`config.mk`:
```
export PLATFORM = sky130hd
export DESIGN_NAME = key_debounce
export DESIGN_NICKNAME = d
export VERILOG_FILES = /design/src/rtl/key_debounce.sv
export SDC_FILE = /design/constraint.sdc
export NUM_CORES = 1
export LEC_CHECK = 0
export BUFFER_PORTS_ARGS = -buffer_cell sky130_fd_sc_hd__buf_4
export CORE_UTILIZATION = 50
export CTS_CLUSTER_SIZE = 40
export DETAILED_ROUTE_END_ITERATION = 12
export PLACE_DENSITY = 0.68
export SYNTH_ARGS = -nofsm -noshare
export SYNTH_HDL_FRONTEND = slang
export SYNTH_SLANG_ARGS = --single-unit
export TNS_END_PERCENT = 5
```
`constraint.sdc`:
```
create_clock -name clk -period 4 [get_ports clk]
set_input_delay 1.2 -clock clk [delete_from_list [all_inputs] [get_ports clk]]
set_output_delay 1.2 -clock clk [all_outputs]
set_load 0.05 [all_outputs]
```
`src/rtl/key_debounce.sv`:
```
// Push-button conditioner: 2-flop synchroniser, shared sample divider, per-key
// saturating stability counter, registered press/release pulses and a priority encoder.
module key_debounce #(
  parameter int NUM_KEYS       = 7,
  parameter int ACTIVE_LOW     = 1,
  parameter int SAMPLE_DIV     = 50000,
  parameter int STABLE_SAMPLES = 20
) (
  input  logic                clk,
  input  logic                rst,
  input  logic [NUM_KEYS-1:0] keys_raw,
  output logic [NUM_KEYS-1:0] key_level,
  output logic [NUM_KEYS-1:0] key_press,
  output logic [NUM_KEYS-1:0] key_release,
  output logic                key_valid,
  output logic [2:0]          key_code
);

  localparam int DIV_W = (SAMPLE_DIV > 1) ? $clog2(SAMPLE_DIV) : 1;
  localparam int CNT_W = (STABLE_SAMPLES > 1) ? $clog2(STABLE_SAMPLES) : 1;
  localparam logic POL = (ACTIVE_LOW != 0);
  localparam logic [NUM_KEYS-1:0] IDLE_RAW = {NUM_KEYS{POL}};
  localparam logic [DIV_W-1:0] DIV_MAX = DIV_W'(SAMPLE_DIV - 1);
  localparam logic [CNT_W-1:0] CNT_MAX = CNT_W'(STABLE_SAMPLES - 1);

  logic [NUM_KEYS-1:0] sync1_q, sync2_q;
  logic [DIV_W-1:0]    div_q, div_d;
  logic                tick;
  logic [2:0]          code_d;

  // Synchronisers idle at the "not pressed" pin level so reset never looks like a press.
  always_ff @(posedge clk or posedge rst) begin
    if (rst) begin
      sync1_q <= IDLE_RAW;
      sync2_q <= IDLE_RAW;
      div_q   <= '0;
    end else begin
      sync1_q <= keys_raw;
      sync2_q <= sync1_q;
      div_q   <= div_d;
    end
  end

  assign tick = (div_q == DIV_MAX);

  always_comb begin
    div_d = div_q + 1'b1;
    if (tick) begin
      div_d = '0;
    end
  end

  genvar gi;
  generate
    for (gi = 0; gi < NUM_KEYS; gi++) begin : g_key
      logic [CNT_W-1:0] cnt_q, cnt_d;
      logic             level_q, level_d;
      logic             press_q, press_d;
      logic             release_q, release_d;
      logic             s;

      assign s = sync2_q[gi] ^ POL;

      // Any sample agreeing with the current level restarts the count, so bounce is rejected.
      always_comb begin
        cnt_d     = cnt_q;
        level_d   = level_q;
        press_d   = 1'b0;
        release_d = 1'b0;
        if (tick) begin
          if (s == level_q) begin
            cnt_d = '0;
          end else if (cnt_q == CNT_MAX) begin
            cnt_d     = '0;
            level_d   = ~level_q;
            press_d   = ~level_q;
            release_d = level_q;
          end else begin
            cnt_d = cnt_q + 1'b1;
          end
        end
      end

      always_ff @(posedge clk or posedge rst) begin
        if (rst) begin
          cnt_q     <= '0;
          level_q   <= 1'b0;
          press_q   <= 1'b0;
          release_q <= 1'b0;
        end else begin
          cnt_q     <= cnt_d;
          level_q   <= level_d;
          press_q   <= press_d;
          release_q <= release_d;
        end
      end

      assign key_level[gi]   = level_q;
      assign key_press[gi]   = press_q;
      assign key_release[gi] = release_q;
    end
  endgenerate

  // Descending scan so the lowest pressed index wins.
  always_comb begin
    code_d = 3'd0;
    for (int i = NUM_KEYS - 1; i >= 0; i--) begin
      if (key_press[i]) begin
        code_d = 3'(i);
      end
    end
  end

  assign key_valid = |key_press;
  assign key_code  = code_d;

endmodule

```
==> results of run 1 <==
[layer usage]
metal	share of wire	vias to the layer above	GRT usage
met1	0.49	1374	0.2423
li1	-	1450	-
met4	0.021	0	0.08462
met2	0.46	47	0.2880
met5	0	-	0
met3	0.033	12	0.03415
[worst reg2reg max path, stage by stage (launching register included)]
cell,delay [ns]
sky130_fd_sc_hd__dfrtp_1,0.40
sky130_fd_sc_hd__ha_1,0.22
sky130_fd_sc_hd__and3_1,0.22
sky130_fd_sc_hd__and4_1,0.67
sky130_fd_sc_hd__buf_4,0.36
sky130_fd_sc_hd__nand2_1,0.13
sky130_fd_sc_hd__mux2i_1,0.14
[flip-flops by register name (all words and copies together) (netlist names)]
name,cells
div_q,16
sync2_q,7
g_key.press_q,7
g_key.cnt_q,35
sync1_q,7
g_key.release_q,7
g_key.level_q,7
[cell type report]
type	instances	area [µm²]	area share
Multi-Input combinational cell	296	1768	0.3839
Clock buffer	9	123.9	0.02689
Sequential cell	86	2170	0.4711
Timing Repair Buffer	36	282.8	0.06140
Inverter	7	27.53	0.005977
Clock inverter	7	102.6	0.02228
Tap cell	105	131.4	0.02852
[cells in the final DEF, fill, tap and decap left out, types with 2 or more instances in the layout]
cell type / instances
sky130_fd_sc_hd__dfrtp_1: 72
sky130_fd_sc_hd__nand2_1: 54
sky130_fd_sc_hd__nor2_1: 36
sky130_fd_sc_hd__buf_4: 35
sky130_fd_sc_hd__nand3_1: 29
sky130_fd_sc_hd__o21ai_1: 26
sky130_fd_sc_hd__o21ai_0: 15
sky130_fd_sc_hd__nand2b_1: 14
sky130_fd_sc_hd__dfstp_2: 14
sky130_fd_sc_hd__a21oi_1: 13
sky130_fd_sc_hd__xnor2_1: 12
sky130_fd_sc_hd__nand3b_1: 12
sky130_fd_sc_hd__xor2_1: 11
sky130_fd_sc_hd__nor3_1: 9
sky130_fd_sc_hd__clkbuf_8: 9
sky130_fd_sc_hd__ha_1: 8
sky130_fd_sc_hd__and2_1: 7
sky130_fd_sc_hd__inv_1: 6
sky130_fd_sc_hd__and4b_1: 6
sky130_fd_sc_hd__nand4_1: 4
sky130_fd_sc_hd__or2_4: 4
sky130_fd_sc_hd__nor3_2: 4
sky130_fd_sc_hd__mux2i_1: 4
sky130_fd_sc_hd__inv_6: 4
sky130_fd_sc_hd__nor4bb_1: 3
sky130_fd_sc_hd__nor4_1: 3
sky130_fd_sc_hd__and4bb_2: 2
sky130_fd_sc_hd__or3b_2: 2
sky130_fd_sc_hd__nor2b_1: 2
sky130_fd_sc_hd__a22o_1: 2
sky130_fd_sc_hd__bufinv_16: 2
[worst paths after layout]
check	to	cells past startpoint	slack, ns	startpoint
min	sync2_q[2]	0	0.36	sync1_q[2]
max reg2reg	g_key[4].level_q	6	1.73	div_q[0]
min reg2reg	sync2_q[2]	0	0.36	sync1_q[2]
max in group asynchronous	sync2_q[4]	3	2.29	rst
min in group asynchronous	g_key[6].cnt_q[0]	2	0.99	rst
max	key_code[2]	3	1.30	g_key[0].press_q
[cell families (layout without fill, tap and decap cells)]
family	Yosys count	in the layout	synth area share
AND/OR/NAND/NOR	201	201	0.2623
flip-flops	86	86	0.5175
AO/OA/AOI/OAI	60	60	0.07789
buffers and inverters	37	59	0.06088
XOR/XNOR	23	23	0.04804
adder cells (fa/ha/maj)	8	8	0.02387
multiplexers	4	4	0.009550
[metrics by stage]
step,cells,instance area (µm²),total power [mW],hold WS (ns)
after floorplan,419,4193,0.9238,0.3452
after global placement,530,4379,0.9407,0.3456
after detailed placement,530,4379,0.9410,0.3468
after CTS,546,4606,1.634,0.3598
after global routing,546,4606,1.676,0.3630
final,546,4606,1.617,0.3590
[power breakdown]
part	leakage [nW]	total, mW	internal (mW)	switching (mW)
sequential	1.14	0.888	0.882	0.00632
clock	0.111	0.695	0.360	0.334
combinational	0.861	0.0345	0.0105	0.0240
total	2.11	1.62	1.25	0.365
==> impl_metrics.prom, run 1 <==
# TYPE chip_impl_metric gauge
chip_impl_metric{name="design.die.area",unit="mm²"} 0.008755
chip_impl_metric{name="floorplan.core_area",unit="mm²"} 0.008175
chip_impl_metric{name="drtAntennaViolNets",unit=""} 0
chip_impl_metric{name="synthesis.yosys.warnings",unit=""} 0
chip_impl_metric{name="finalWorstSetupSlack",unit="ns"} 1.299
chip_impl_metric{name="first_pass_iteration_count_of_the_detailed_router",unit=""} 4
chip_impl_metric{name="synthesis.instances",unit=""} 419
chip_impl_metric{name="yosysSeqAreaShare",unit=""} 0.5175
chip_impl_metric{name="num-nets-final",unit=""} 453
chip_impl_info{name="cts_tree",value="done"} 1
chip_impl_metric{name="maximum_number_of_pins_on_one_net_before_global_route_repair",unit=""} 50
chip_impl_metric{name="powerDensity",unit="mW/mm²"} 351.2
chip_impl_metric{name="worst_skew_late_latency",unit="ns"} 0.37
chip_impl_metric{name="max_slew.worst_pin.slew",unit="ns"} 0.8517
chip_impl_info{name="yosys-top-cells-area",value="sky130_fd_sc_hd__dfrtp_1 43%, sky130_fd_sc_hd__dfstp_2 8.8%, sky130_fd_sc_hd__nand2_1 4.8%"} 1
chip_impl_metric{name="setup_viol_count_final",unit=""} 0
chip_impl_metric{name="drt-vias-per-instance",unit=""} 5.280
chip_impl_metric{name="row_count",unit=""} 33
chip_impl_metric{name="clock_tree.buffer_depth",unit=""} 2
chip_impl_metric{name="worst-path-buf-inv",unit=""} 1
chip_impl_metric{name="count_of_pins_on_the_block_boundary",unit=""} 34
chip_impl_metric{name="die-width",unit="µm"} 93.57
chip_impl_info{name="unrepaired_setup_endpoints_after_global_routing",value="no"} 1
chip_impl_info{name="clock-root-buffer",value="sky130_fd_sc_hd__clkbuf_8"} 1
chip_impl_metric{name="slew_violations",unit=""} 0
chip_impl_metric{name="pre_cts_slack",unit="ns"} 1.692
chip_impl_metric{name="grt_util_all_layers",unit=""} 0.1821
chip_impl_metric{name="drt-initial-drc-count",unit=""} 140
chip_impl_metric{name="post_drt_wl_per_cell",unit="µm"} 12.97
chip_impl_metric{name="h_tree_levels",unit=""} 3
chip_impl_metric{name="post_cts.resized_instances",unit=""} 0
chip_impl_metric{name="cts.sink_count",unit=""} 86
chip_impl_metric{name="detail_route.drc_violations",unit=""} 0
chip_impl_metric{name="synth_edf_count",unit=""} 0
chip_impl_info{name="yosysMostFrequentCell",value="sky130_fd_sc_hd__dfrtp_1"} 1
chip_impl_metric{name="layout-area-overhead-vs-synth",unit="%"} 9.848
chip_impl_metric{name="grt_pass1_vias",unit=""} 2732
chip_impl_metric{name="worst_path_largest_cell_delay",unit="ns"} 0.42
chip_impl_metric{name="fin_skew",unit="ns"} 0.01284
chip_impl_metric{name="postSynthRegisterBits",unit=""} 86
chip_impl_metric{name="post-cts-setup-buffer-count",unit=""} 0
chip_impl_metric{name="wl",unit="µm"} 7082
chip_impl_metric{name="gp_congestion",unit=""} 0.7510
chip_impl_metric{name="async_flop_share",unit=""} 1.000
chip_impl_metric{name="critical_path_peak_fanout",unit=""} 4
chip_impl_metric{name="timing.max_cap.violations",unit=""} 0
chip_impl_info{name="netlist.top_cell.by_area",value="sky130_fd_sc_hd__dfrtp_1"} 1
chip_impl_metric{name="cts.clk_slew.worst_paths",unit="ns"} 0.09
chip_impl_metric{name="post_route_cells_drive_above_1_share",unit=""} 0.1882
chip_impl_info{name="critPathKind",value="register to primary output"} 1
chip_impl_metric{name="power.static_leakage",unit="nW"} 2.111
chip_impl_info{name="path_cells",value="nor4_1 > nor2b_1 > buf_4"} 1
chip_impl_metric{name="numCtsBuffers",unit=""} 9
chip_impl_metric{name="syn-cell-area",unit="mm²"} 0.004193
chip_impl_metric{name="crit_arrival",unit="ns"} 1.50
chip_impl_metric{name="critPathRequiredTime",unit="ns"} 2.80
chip_impl_info{name="ys_dominant_reg_cell",value="sky130_fd_sc_hd__dfrtp_1"} 1
chip_impl_metric{name="layout.core_utilization",unit=""} 0.5634
chip_impl_metric{name="fmaxAchievable",unit="MHz"} 370.2
chip_impl_metric{name="relSlewSlack",unit=""} 0.4315
chip_impl_info{name="hp-class",value="register to register"} 1
chip_impl_metric{name="post-synth-top-area-fraction",unit=""} 0.4297
chip_impl_metric{name="grt_first_pass_wirelength",unit="µm"} 12280
chip_impl_metric{name="holdBufCountCts",unit=""} 0
chip_impl_metric{name="synth.net_count",unit=""} 436
chip_impl_metric{name="finalHoldViolCount",unit=""} 0
chip_impl_metric{name="ys_types",unit=""} 45
chip_impl_metric{name="antenna_found_initial",unit=""} 0
chip_impl_info{name="slowest_stage",value="sky130_fd_sc_hd__dfrtp_1"} 1
chip_impl_metric{name="place.port_buffers",unit=""} 33
chip_impl_metric{name="detailed_placer_s_ending_hpwl",unit="µm"} 4732
chip_impl_metric{name="post-route-period-util",unit=""} 0.6753
chip_impl_metric{name="initial_core_util",unit=""} 0.5129
chip_impl_metric{name="final.setup.tns",unit="ns"} 0
chip_impl_info{name="endpoint_kind",value="primary output"} 1
chip_impl_metric{name="antenna-diode-count",unit=""} 0
chip_impl_metric{name="power.ir.vdd_worst",unit="µV"} 154.0
chip_impl_info{name="element_type_at_the_critical_path_start",value="register"} 1
chip_impl_metric{name="num_vias",unit=""} 2883
chip_impl_info{name="status",value="completed"} 1
chip_impl_info{name="synth_commonest_cells",value="72 x sky130_fd_sc_hd__dfrtp_1, 54 x sky130_fd_sc_hd__nand2_1, 36 x sky130_fd_sc_hd__nor2_1"} 1
chip_impl_metric{name="die_height",unit="µm"} 93.57
chip_impl_metric{name="globalRouteOverflowTotal",unit=""} 0
chip_impl_metric{name="fin_crit",unit="ns"} 2.701
chip_impl_info{name="crit_family",value="simple AND/OR/NAND/NOR gates"} 1
chip_impl_metric{name="avgSynthCellArea",unit="µm²"} 10.01
chip_impl_metric{name="fill_cells",unit=""} 700
Power figures use the tool's default switching activity.
==> run 2, diff against run 1 <==
--- a/config.mk
+++ b/config.mk
@@ -5,6 +5,7 @@
 export SDC_FILE = /design/constraint.sdc
 export NUM_CORES = 1
 export LEC_CHECK = 0
+export ABC_AREA = 1
 export BUFFER_PORTS_ARGS = -buffer_cell sky130_fd_sc_hd__buf_4
 export CORE_UTILIZATION = 50
 export CTS_CLUSTER_SIZE = 40
==> constraint.sdc (replaced) <==
create_clock -name clk -period 2.75 [get_ports clk]
set_input_delay 0.825 -clock clk [delete_from_list [all_inputs] [get_ports clk]]
set_output_delay 0.825 -clock clk [all_outputs]
set_load 0.05 [all_outputs]
==> run 2 against run 1 <==
Compared with the run above: clock skew shrank 0.0061 ns; non-clock buffer count is the same; critical path depth unchanged; register-to-register slack worse by 0.87 ns; sequential share of layout area down 1.7 points; largest cell class unchanged; highest routed layer unchanged.
==> impl_metrics.prom, run 2 <==
# TYPE chip_impl_metric gauge
chip_impl_metric{name="power.static_leakage",unit="nW"} 2.413
chip_impl_metric{name="die_height",unit="µm"} 95.03
chip_impl_metric{name="intPower",unit="mW"} 1.887
chip_impl_info{name="netlist.top_cell.by_area",value="sky130_fd_sc_hd__dfrtp_1"} 1
chip_impl_metric{name="grt_util_all_layers",unit=""} 0.1975
chip_impl_metric{name="switching_share",unit=""} 0.2029
chip_impl_metric{name="powerDensity",unit="mW/mm²"} 495.9
chip_impl_metric{name="ys_types",unit=""} 26
chip_impl_metric{name="die-width",unit="µm"} 95.03
chip_impl_metric{name="fin_crit",unit="ns"} 2.185
chip_impl_metric{name="antenna_found_initial",unit=""} 0
chip_impl_metric{name="fin_skew",unit="ns"} 0.006762
chip_impl_info{name="cts_tree",value="done"} 1
chip_impl_metric{name="design.die.area",unit="mm²"} 0.009030
chip_impl_metric{name="max_slew.worst_pin.slew",unit="ns"} 0.6275
chip_impl_info{name="yosysMostFrequentCell",value="sky130_fd_sc_hd__nand2_1"} 1
chip_impl_metric{name="final.setup.tns",unit="ns"} 0
chip_impl_metric{name="avgSynthCellArea",unit="µm²"} 8.653
chip_impl_metric{name="multi_input_comb_area",unit="mm²"} 0.001739
chip_impl_metric{name="num-nets-final",unit=""} 538
chip_impl_metric{name="synth_edf_count",unit=""} 0
chip_impl_info{name="element_type_at_the_critical_path_start",value="register"} 1
chip_impl_metric{name="critPathRequiredTime",unit="ns"} 1.93
chip_impl_info{name="clock-root-buffer",value="sky130_fd_sc_hd__clkbuf_8"} 1
chip_impl_metric{name="timing.max_cap.violations",unit=""} 0
chip_impl_info{name="commonest_cells_after_routing_fill_and_taps_aside",value="121 x sky130_fd_sc_hd__nand2_1, 72 x sky130_fd_sc_hd__dfrtp_1, 64 x sky130_fd_sc_hd__nor2_1"} 1
chip_impl_metric{name="h_tree_levels",unit=""} 3
chip_impl_metric{name="detailed_placer_s_ending_hpwl",unit="µm"} 5533
chip_impl_info{name="slowest_stage",value="sky130_fd_sc_hd__dfrtp_1"} 1
chip_impl_metric{name="setup_viol_count_final",unit=""} 0
chip_impl_metric{name="pwr-share-clk",unit=""} 0.435
chip_impl_metric{name="gp_congestion",unit=""} 0.7928
chip_impl_metric{name="power.ir.vdd_worst",unit="µV"} 342.0
chip_impl_metric{name="crit_arrival",unit="ns"} 1.36
chip_impl_metric{name="postSynthRegisterBits",unit=""} 86
chip_impl_metric{name="wl",unit="µm"} 8012
chip_impl_metric{name="place.detailed.instances",unit=""} 615
chip_impl_metric{name="async_flop_share",unit=""} 1.000
chip_impl_metric{name="floorplan.core_area",unit="mm²"} 0.008299
chip_impl_metric{name="report.power.total",unit="mW"} 2.367
chip_impl_metric{name="register_area",unit="mm²"} 0.002170
chip_impl_metric{name="largest_register_ffs",unit=""} 35
chip_impl_metric{name="drt-vias-per-instance",unit=""} 5.068
chip_impl_info{name="hp-class",value="register to register"} 1
chip_impl_metric{name="initial_core_util",unit=""} 0.5213
chip_impl_metric{name="clock_tree.buffer_depth",unit=""} 2
chip_impl_info{name="synth_commonest_cells",value="121 x sky130_fd_sc_hd__nand2_1, 72 x sky130_fd_sc_hd__dfrtp_1, 64 x sky130_fd_sc_hd__nor2_1"} 1
chip_impl_metric{name="critical_path_peak_fanout",unit=""} 4
chip_impl_metric{name="grt_first_pass_wirelength",unit="µm"} 13700
chip_impl_info{name="max_flop_register",value="g_key.cnt_q"} 1
chip_impl_metric{name="slew_violations",unit=""} 0
chip_impl_info{name="yosys-top-cells-area",value="sky130_fd_sc_hd__dfrtp_1 42%, sky130_fd_sc_hd__nand2_1 10%, sky130_fd_sc_hd__dfstp_2 8.5%"} 1
chip_impl_metric{name="post-route-period-util",unit=""} 0.7946
chip_impl_metric{name="synth.net_count",unit=""} 517
chip_impl_info{name="ys_dominant_reg_cell",value="sky130_fd_sc_hd__dfrtp_1"} 1
chip_impl_metric{name="syn-cell-area",unit="mm²"} 0.004327
chip_impl_metric{name="antenna-diode-count",unit=""} 0
chip_impl_metric{name="cts.clk_slew.worst_paths",unit="ns"} 0.08
chip_impl_metric{name="num_vias",unit=""} 3198
chip_impl_metric{name="layoutNonFillerInstCount",unit=""} 631
chip_impl_metric{name="worst-r2r-setup-slack",unit="ns"} 0.86
chip_impl_metric{name="row_count",unit=""} 33
chip_impl_metric{name="holdBufCountCts",unit=""} 0
chip_impl_metric{name="finalHoldViolCount",unit=""} 0
chip_impl_info{name="path_cells",value="nor3_1 > nand4_1 > buf_4"} 1
chip_impl_info{name="layout_top_registers",value="g_key.cnt_q: 35 flops, div_q: 16 flops"} 1
chip_impl_metric{name="power.net_switching",unit="mW"} 0.4803
chip_impl_metric{name="post_cts.resized_instances",unit=""} 0
chip_impl_metric{name="layout-area-overhead-vs-synth",unit="%"} 10.32
chip_impl_metric{name="synthesis.yosys.warnings",unit=""} 0
chip_impl_metric{name="maximum_number_of_pins_on_one_net_before_global_route_repair",unit=""} 47
chip_impl_metric{name="worst_skew_late_latency",unit="ns"} 0.35
chip_impl_metric{name="detail_route.drc_violations",unit=""} 0
chip_impl_info{name="final_common_cell",value="sky130_fd_sc_hd__nand2_1"} 1
chip_impl_info{name="endpoint_kind",value="primary output"} 1
chip_impl_metric{name="relSlewSlack",unit=""} 0.5808
chip_impl_metric{name="grt_pass1_vias",unit=""} 3068
chip_impl_metric{name="cts.sink_count",unit=""} 86
chip_impl_metric{name="drt-initial-drc-count",unit=""} 182
chip_impl_metric{name="post_route_cells_drive_above_1_share",unit=""} 0.1692
chip_impl_metric{name="worst-path-buf-inv",unit=""} 1
chip_impl_metric{name="fmaxAchievable",unit="MHz"} 457.7
chip_impl_metric{name="post_drt_wl_per_cell",unit="µm"} 12.70
chip_impl_metric{name="numCtsBuffers",unit=""} 9
chip_impl_metric{name="power_frac_comb",unit=""} 0.021
chip_impl_metric{name="place.port_buffers",unit=""} 33
chip_impl_metric{name="post-synth-top-area-fraction",unit=""} 0.4164
chip_impl_info{name="status",value="completed"} 1
chip_impl_metric{name="post-cts-setup-buffer-count",unit=""} 0
chip_impl_info{name="crit_family",value="flip-flops"} 1
chip_impl_info{name="critPathKind",value="register to primary output"} 1
chip_impl_metric{name="yosysSeqAreaShare",unit=""} 0.5014
chip_impl_metric{name="first_pass_iteration_count_of_the_detailed_router",unit=""} 4
chip_impl_metric{name="fill_cells",unit=""} 737
chip_impl_metric{name="seq_power_share",unit=""} 0.543
chip_impl_metric{name="worst_path_largest_cell_delay",unit="ns"} 0.42
chip_impl_info{name="unrepaired_setup_endpoints_after_global_routing",value="no"} 1
chip_impl_metric{name="drtAntennaViolNets",unit=""} 0
chip_impl_metric{name="globalRouteOverflowTotal",unit=""} 0
chip_impl_metric{name="count_of_pins_on_the_block_boundary",unit=""} 34
chip_impl_metric{name="synthesis.instances",unit=""} 500
run 2: power groups by stage:
stage / registers [mW] / clock network, mW / logic, mW
after floorplan: 1.31 / 0 / 0.0300
after global placement: 1.31 / 0 / 0.0529
after detailed placement: 1.31 / 0 / 0.0535
after CTS: 1.29 / 1.06 / 0.0536
after global routing: 1.29 / 1.11 / 0.0593
final: 1.29 / 1.03 / 0.0506
run 2: path summary, 6_finish.rpt:
kind / cells past startpoint / end / from
max: 3 / key_valid / g_key[4].press_q
min: 0 / sync2_q[1] / sync1_q[1]
max reg2reg: 8 / g_key[5].cnt_q[3] / div_q[0]
min reg2reg: 0 / sync2_q[1] / sync1_q[1]
max in group asynchronous: 3 / sync1_q[6] / rst
min in group asynchronous: 2 / g_key[3].cnt_q[0] / rst
run 2: layout make-up:
class,instances,area share
flip-flops and latches,86,0.4545
multi-input cells,335,0.3644
repair buffers,36,0.05924
inverters,53,0.04351
clock buffers,12,0.03460
well taps,105,0.02752
clock inverters,4,0.01625
run 2: logic make-up (layout without fill, tap and decap cells):
group	Yosys count	after routing	synth area share
AO/OA/AOI/OAI	30	30	0.04598
XOR/XNOR	21	21	0.04251
adder cells (fa/ha/maj)	8	8	0.02314
buffers and inverters	79	105	0.09659
flip-flops	86	86	0.5014
AND/OR/NAND/NOR	276	276	0.2903
run 2: worst register-to-register path: cells and delay by family, from the launching register on:
| family | cells | cell delay [ns] |
|---|---|---|
| compound gates | 1 | 0.08 |
| flops | 1 | 0.38 |
| fa+ha+maj | 1 | 0.19 |
| simple gates | 5 | 0.91 |
| buf+inv | 1 | 0.26 |
run 2: metal layers:
metal  wire length (µm)  vias up  track usage
li1                   -     1614            -
met1               3758     1518       0.2561
met2               3852       56       0.3297
met3                288       10      0.04306
met4                113        0      0.06313
met5                  0        -            0
run 2: stage by stage:
step	hold slack, ns	setup slack [ns]	cell area, µm²	util
after floorplan	0.3452	0.2383	4330	-
after global placement	0.3461	0.9745	4531	0.5459
after detailed placement	0.3468	0.8902	4531	0.5459
after CTS	0.3598	0.5341	4773	0.5752
after global routing	0.3633	0.3947	4773	0.5752
final	0.3584	0.5650	4773	0.5752
